**src/rtl/sipo_pkg.sv**
```systemverilog
// Shared definitions for the framed serial-in/parallel-out receiver.
// Contents:
//   state_e  - receiver FSM state (IDLE, SHIFT)
//   SIZE_MIN - smallest supported word width
//   SIZE_MAX - largest supported word width
package sipo_pkg;

  // Supported word-width range for the SIZE parameter
  localparam int unsigned SIZE_MIN = 2;
  localparam int unsigned SIZE_MAX = 64;

  // Receiver state: IDLE between frames, SHIFT while frame_in is asserted
  typedef enum logic {
    IDLE  = 1'b0,
    SHIFT = 1'b1
  } state_e;

endpackage : sipo_pkg

```
**src/rtl/sipo_hold.sv**
```systemverilog
// Output holding register with a valid/ready handshake.
// A completed word is captured when the register is empty or is being
// accepted on the same edge; otherwise the new word is dropped and the
// held word is kept.
// Ports:
//   clk_in - clock
//   rst_in - asynchronous active-high reset
//   load   - a completed word is presented this cycle
//   word   - the completed word
//   ready  - consumer accepts the held word when valid is high
//   data   - held word (registered)
//   valid  - data holds an unconsumed word (registered)
//   drop   - combinational: the presented word is being discarded this cycle
module sipo_hold
  import sipo_pkg::*;
#(
  parameter int unsigned SIZE = 8
) (
  input  logic            clk_in,
  input  logic            rst_in,
  input  logic            load,
  input  logic [SIZE-1:0] word,
  input  logic            ready,
  output logic [SIZE-1:0] data,
  output logic            valid,
  output logic            drop
);

  logic [SIZE-1:0] data_q, data_d;
  logic            valid_q, valid_d;
  logic            accept_c;
  logic            take_c;

  // Next-state for the holding register
  always_comb begin
    accept_c = valid_q && ready;
    // Space exists if empty, or the held word leaves on this same edge
    take_c   = load && (!valid_q || ready);
    data_d   = data_q;
    valid_d  = valid_q;
    drop     = load && valid_q && !ready;
    if (take_c) begin
      data_d  = word;
      valid_d = 1'b1;
    end else if (accept_c) begin
      valid_d = 1'b0;
    end
  end

  // Holding register state
  always_ff @(posedge clk_in or posedge rst_in) begin
    if (rst_in) begin
      data_q  <= '0;
      valid_q <= 1'b0;
    end else begin
      data_q  <= data_d;
      valid_q <= valid_d;
    end
  end

  assign data  = data_q;
  assign valid = valid_q;

endmodule : sipo_hold

```
**src/rtl/sipo_framed.sv**
```systemverilog
// Framed serial-in/parallel-out receiver.
// While frame_in is high, each cycle with en_in high samples data_in into
// a shift register. Every SIZE sampled bits form a word that is handed to
// the output holding register with zero extra latency; words stream
// back-to-back inside one frame.
// Optional error flags are built when SIPO_FRAMED_ERR_EN is defined:
// overrun_out (completed word dropped) and abort_out (frame ended mid-word),
// both sticky and cleared by clr_in. Without the macro both read 0 and
// clr_in is ignored.
// Ports:
//   clk_in      - clock, rising edge
//   rst_in      - asynchronous active-high reset
//   en_in       - bit strobe
//   frame_in    - frame active
//   data_in     - serial data
//   data_out    - last completed word
//   valid_out   - data_out holds an unconsumed word
//   ready_in    - consumer accepts data_out
//   overrun_out - sticky: a completed word was dropped
//   abort_out   - sticky: frame ended with a partial word
//   clr_in      - synchronous clear of both sticky flags
module sipo_framed
  import sipo_pkg::*;
#(
  parameter int unsigned SIZE      = 8,
  parameter bit          MSB_FIRST = 1'b1
) (
  input  logic            clk_in,
  input  logic            rst_in,
  input  logic            en_in,
  input  logic            frame_in,
  input  logic            data_in,
  output logic [SIZE-1:0] data_out,
  output logic            valid_out,
  input  logic            ready_in,
  output logic            overrun_out,
  output logic            abort_out,
  input  logic            clr_in
);

  localparam int unsigned CNT_W = $clog2(SIZE);

  state_e            state_q;
  logic [CNT_W-1:0]  cnt_q, cnt_d;
  logic [SIZE-1:0]   sr_q, sr_d;
  logic [SIZE-1:0]   shift_c;
  logic              sample_c;
  logic              last_c;
  logic              load_c;
  logic              abort_set_c;
  logic              hold_drop;

  // Bit sampling, word completion and shift-register next state
  always_comb begin
    sample_c    = (state_q == SHIFT) && frame_in && en_in;
    last_c      = (cnt_q == CNT_W'(SIZE - 1));
    if (MSB_FIRST) begin
      shift_c = {sr_q[SIZE-2:0], data_in};
    end else begin
      shift_c = {data_in, sr_q[SIZE-1:1]};
    end
    load_c      = sample_c && last_c;
    abort_set_c = (state_q == SHIFT) && !frame_in && (cnt_q != '0);
    cnt_d       = cnt_q;
    sr_d        = sr_q;
    if ((state_q != SHIFT) || !frame_in) begin
      // Between frames, or on frame end, any partial word is discarded
      cnt_d = '0;
    end else if (sample_c) begin
      sr_d  = shift_c;
      cnt_d = last_c ? '0 : cnt_q + CNT_W'(1);
    end
  end

  // Receiver FSM together with its counter and shift register
  always_ff @(posedge clk_in or posedge rst_in) begin
    if (rst_in) begin
      state_q <= IDLE;
      cnt_q   <= '0;
      sr_q    <= '0;
    end else begin
      cnt_q <= cnt_d;
      sr_q  <= sr_d;
      case (state_q)
        IDLE:    if (frame_in)  state_q <= SHIFT;
        SHIFT:   if (!frame_in) state_q <= IDLE;
        default: state_q <= IDLE;
      endcase
    end
  end

  // The completed word is the shifted value formed on the final bit
  sipo_hold #(
    .SIZE (SIZE)
  ) u_hold (
    .clk_in (clk_in),
    .rst_in (rst_in),
    .load   (load_c),
    .word   (shift_c),
    .ready  (ready_in),
    .data   (data_out),
    .valid  (valid_out),
    .drop   (hold_drop)
  );

`ifdef SIPO_FRAMED_ERR_EN
  logic overrun_q;
  logic abort_q;

  // Sticky error flags; a set event on the clearing edge wins
  always_ff @(posedge clk_in or posedge rst_in) begin
    if (rst_in) begin
      overrun_q <= 1'b0;
      abort_q   <= 1'b0;
    end else begin
      if (hold_drop)        overrun_q <= 1'b1;
      else if (clr_in)      overrun_q <= 1'b0;
      if (abort_set_c)      abort_q   <= 1'b1;
      else if (clr_in)      abort_q   <= 1'b0;
    end
  end

  assign overrun_out = overrun_q;
  assign abort_out   = abort_q;
`else
  logic unused_err;

  assign overrun_out = 1'b0;
  assign abort_out   = 1'b0;
  assign unused_err  = ^{clr_in, hold_drop, abort_set_c};
`endif

endmodule : sipo_framed

```
**config.mk**
```make
export PLATFORM = sky130hd
export DESIGN_NAME = sipo_framed
export DESIGN_NICKNAME = d
export VERILOG_FILES = /design/src/rtl/sipo_pkg.sv /design/src/rtl/sipo_hold.sv /design/src/rtl/sipo_framed.sv
export SDC_FILE = /design/constraint.sdc
export NUM_CORES = 1
export LEC_CHECK = 0
export ABC_AREA = 0
export CAP_MARGIN = 20
export CORE_ASPECT_RATIO = 0.9
export CORE_MARGIN = 2
export CORE_UTILIZATION = 48
export CTS_CLUSTER_DIAMETER = 60
export DETAILED_ROUTE_END_ITERATION = 7
export PLACE_DENSITY = 0.85
export SLEW_MARGIN = 40
export SYNTH_ARGS = -nofsm -noshare
export SYNTH_HDL_FRONTEND = slang
export SYNTH_SLANG_ARGS = --single-unit
export TNS_END_PERCENT = 1
```
**constraint.sdc**
```tcl
create_clock -name clk_in -period 2 [get_ports clk_in]
set_input_delay 0.4 -clock clk_in [delete_from_list [all_inputs] [get_ports clk_in]]
set_output_delay 0.4 -clock clk_in [all_outputs]
set_load 0.02 [all_outputs]
```
==> flow_summary.yaml <==
cts:
  clockBufferDepth: 2
  cts_resized: 0
  htreeDepth: 1
  clock_sinks: 20
  post_cts_buffers: 0
  clock_latency_ns: 0.29
  path_clk_slew_ns: 0.10
  tritoncts: "yes"
  cts_hold_buf: 0
  numCtsBuffers: 3
  cts-root-buf: "clkbuf_4"
sta:
  min_period_ns: 1.740
  slew_viol_final: 0
  fmax_mhz: 574.9
  hold_violations: 0
  finalSetupTns_ns: 0
  finalClockSkew_ns: 0.003130
  setup_viol: 0
  fin_crit_sh_pct: 86.98
  hold_slack_ns: 0.4082
  rsz0062_at_grt: "false"
worst_setup_path:
  crit_path_max_incr_delay_ns: 0.63
  critPathRequiredTime_ns: 1.60
  path_cells: "clkdlybuf4s50_1"
  crit_family: "buffers and inverters"
  cp_num_buf_inv: 1
  crit_slowest_cell: "clkdlybuf4s50_1"
  crit_fanout: 3
  r2r_end: "u_hold.data[3]"
  endpoint_kind: "output port"
  cp-start-kind: "flip-flop"
  critPathKind: "reg -> out"
  r2r_cells: 5
  r2r-start: "cnt_q[0]"
  cp.arrival_ns: 1.34
  rrSetupSlack_ns: 0.38
floorplan:
  initial_utilization_pct: 50.30
  die_w_microns: 48.02
  core_sq_um: 1664
  ios: 18
  die_h_microns: 43.62
  die_area_sq_um: 2094
  num_rows: 14
yosys:
  synth_top_cell_by_area: "dfrtp_1"
  synth_edf_count: 0
  synth.cell_area_sq_um: 837.1
  synthTopCellsByCount: "20 x dfrtp_1, 15 x mux2_2, 4 x nor2_1"
  synth_top_area_share_pct: 59.79
  synth_seq_cells: 20
  netlist_instances: 56
  synth_flop_cell: "dfrtp_1"
  synthMostInstantiatedCell: "dfrtp_1"
  ys_seq_area_share_pct: 59.79
  ys_warn_count: 0
  ys_top_cells_by_area: "dfrtp_1 60%, mux2_2 20%, mux2i_1 3.6%"
  syn_area_per_cell_sq_um: 14.95
  synth.distinct_cells: 14
  async_flop_share_pct: 100.0
placement:
  io_buffer_count: 14
  placedCellCount: 94
  hpwl_microns: 855.5
  gp_congestion: 0.7054
drt:
  drt-initial-drc-count: 1
  ant_nets: 0
  dr_total_vias: 479
  drtPass1Iterations: 3
  drcViolationCount: 0
  wire_per_inst_microns: 11.64
  via_per_inst: 4.888
  totalWireLength_mm: 1.141
grt:
  grt_max_degree: 21
  top_usage_layer: "met2"
  antenna_found_initial: 0
  grt_pass1_wl_mm: 1.938
  gr-usage-met2_pct: 22.67
  grtUsageTotal_pct: 13.29
  grt_use_met1_pct: 15.51
  use_met3_pct: 3.750
  grt_pass1_vias: 473
  grt_overflow: 0
pwr:
  power_density_nw_per_um2: 792.1
  p_sw_w: 0.0001873
  power_frac_seq_pct: 61.3
  internal-power_w: 0.0006333
  irDropWorstVdd_mv: 0.4656
  combPwrFrac_pct: 11.3
  switching_share_pct: 22.82
  cellLeakagePower_nw: 0.4973
  clockPowerShare_pct: 27.5
status:
  status: "finished, final reports clean"
finish:
  multi_input_area_sq_um: 302.8
  drive_gt1_share_pct: 32.43
  post_layout_nonfiller_instances: 98
  fillers: 138
  seq_area_sq_um: 500.5
  diodes: 0
  nets: 84
  syn2layout_area_growth_pct: 23.77
flow_run:
  cap_violations: 0
worst_hold_path:
  holdCritPathClass: "in -> async"
how the worst max path moves through the flow:
stage            startpoint        endpoint  depth (start not counted)
2_1_floorplan      cnt_q[0]  u_hold.data[0]                          5
3_3_place_gp       frame_in  u_hold.data[3]                          4
6_report       u_hold.valid       valid_out                          1
5_1_grt        u_hold.valid       valid_out                          1
3_5_place_dp       frame_in  u_hold.data[2]                          4
4_1_cts        u_hold.valid       valid_out                          1
flip-flops by register name (all words and copies together), names as in the netlist:
signal and flops:
u_hold.data 8, sr_q 7, cnt_q 3, state_q 1, u_hold.valid 1
layer usage:
metal,vias up,part of all wire (%)
li1,224,-
met1,244,45
met2,11,51
met3,0,3.1
met4,0,0
met5,-,0
final cells by class:
cell class                 count  area share, %
sequential                    20          48.31
multi-input combinational     31          29.23
timing repair buffer          16          14.98
clock buffer                   4          3.502
tap                           24          2.899
inverter                       3          1.087
cell usage in the layout (no fill, tap or decap), drive strengths merged:
cell type | netlist | routed
nand4 | 1 | 1
nand3 | 1 | 1
clkbuf | 0 | 4
conb | 1 | 2
a21oi | 1 | 1
ha | 2 | 2
mux2 | 15 | 15
inv | 3 | 3
mux2i | 3 | 3
buf | 3 | 2
clkdlybuf4s50 | 0 | 14
dfrtp | 20 | 20
nand2 | 1 | 1
o21ai | 1 | 1
nor2 | 4 | 4
kinds of logic (layout without fill, tap and decap cells):
logic type	Yosys count	count (layout)	share of synthesized area, %
AOI/OAI and AO/OA	2	2	2.541
other	1	2	0.4480
DFF	20	20	59.79
muxes	18	18	23.77
adders and majority gates	2	2	2.989
buffers and inverters	6	23	4.484
and+or+nand+nor	7	7	5.978
power by group through the flow:
stage          clock network, W  registers [W]  logic [W]
6_report               0.000225       0.000503  0.0000925
5_1_grt                0.000254       0.000513   0.000101
4_1_cts                0.000237       0.000504  0.0000951
3_5_place_dp                  0       0.000513  0.0000948
3_3_place_gp                  0       0.000508  0.0000903
2_1_floorplan                 0       0.000497  0.0000769
metrics by stage:
| stage | cell area [sq um] | util [%] | setup WS, ns | power, W |
|---|---|---|---|---|
| detailed placement | 999.7 | 60.08 | 0.09015 | 0.0006077 |
| global placement | 999.7 | 60.08 | 0.1153 | 0.0005982 |
| CTS | 1036 | 62.26 | 0.2369 | 0.0008362 |
| finish | 1036 | 62.26 | 0.2605 | 0.0008206 |
| floorplan | 840.8 | - | 0.5301 | 0.0005742 |
| global route | 1036 | 62.26 | 0.1774 | 0.0008683 |
Power figures use the tool's default switching activity.
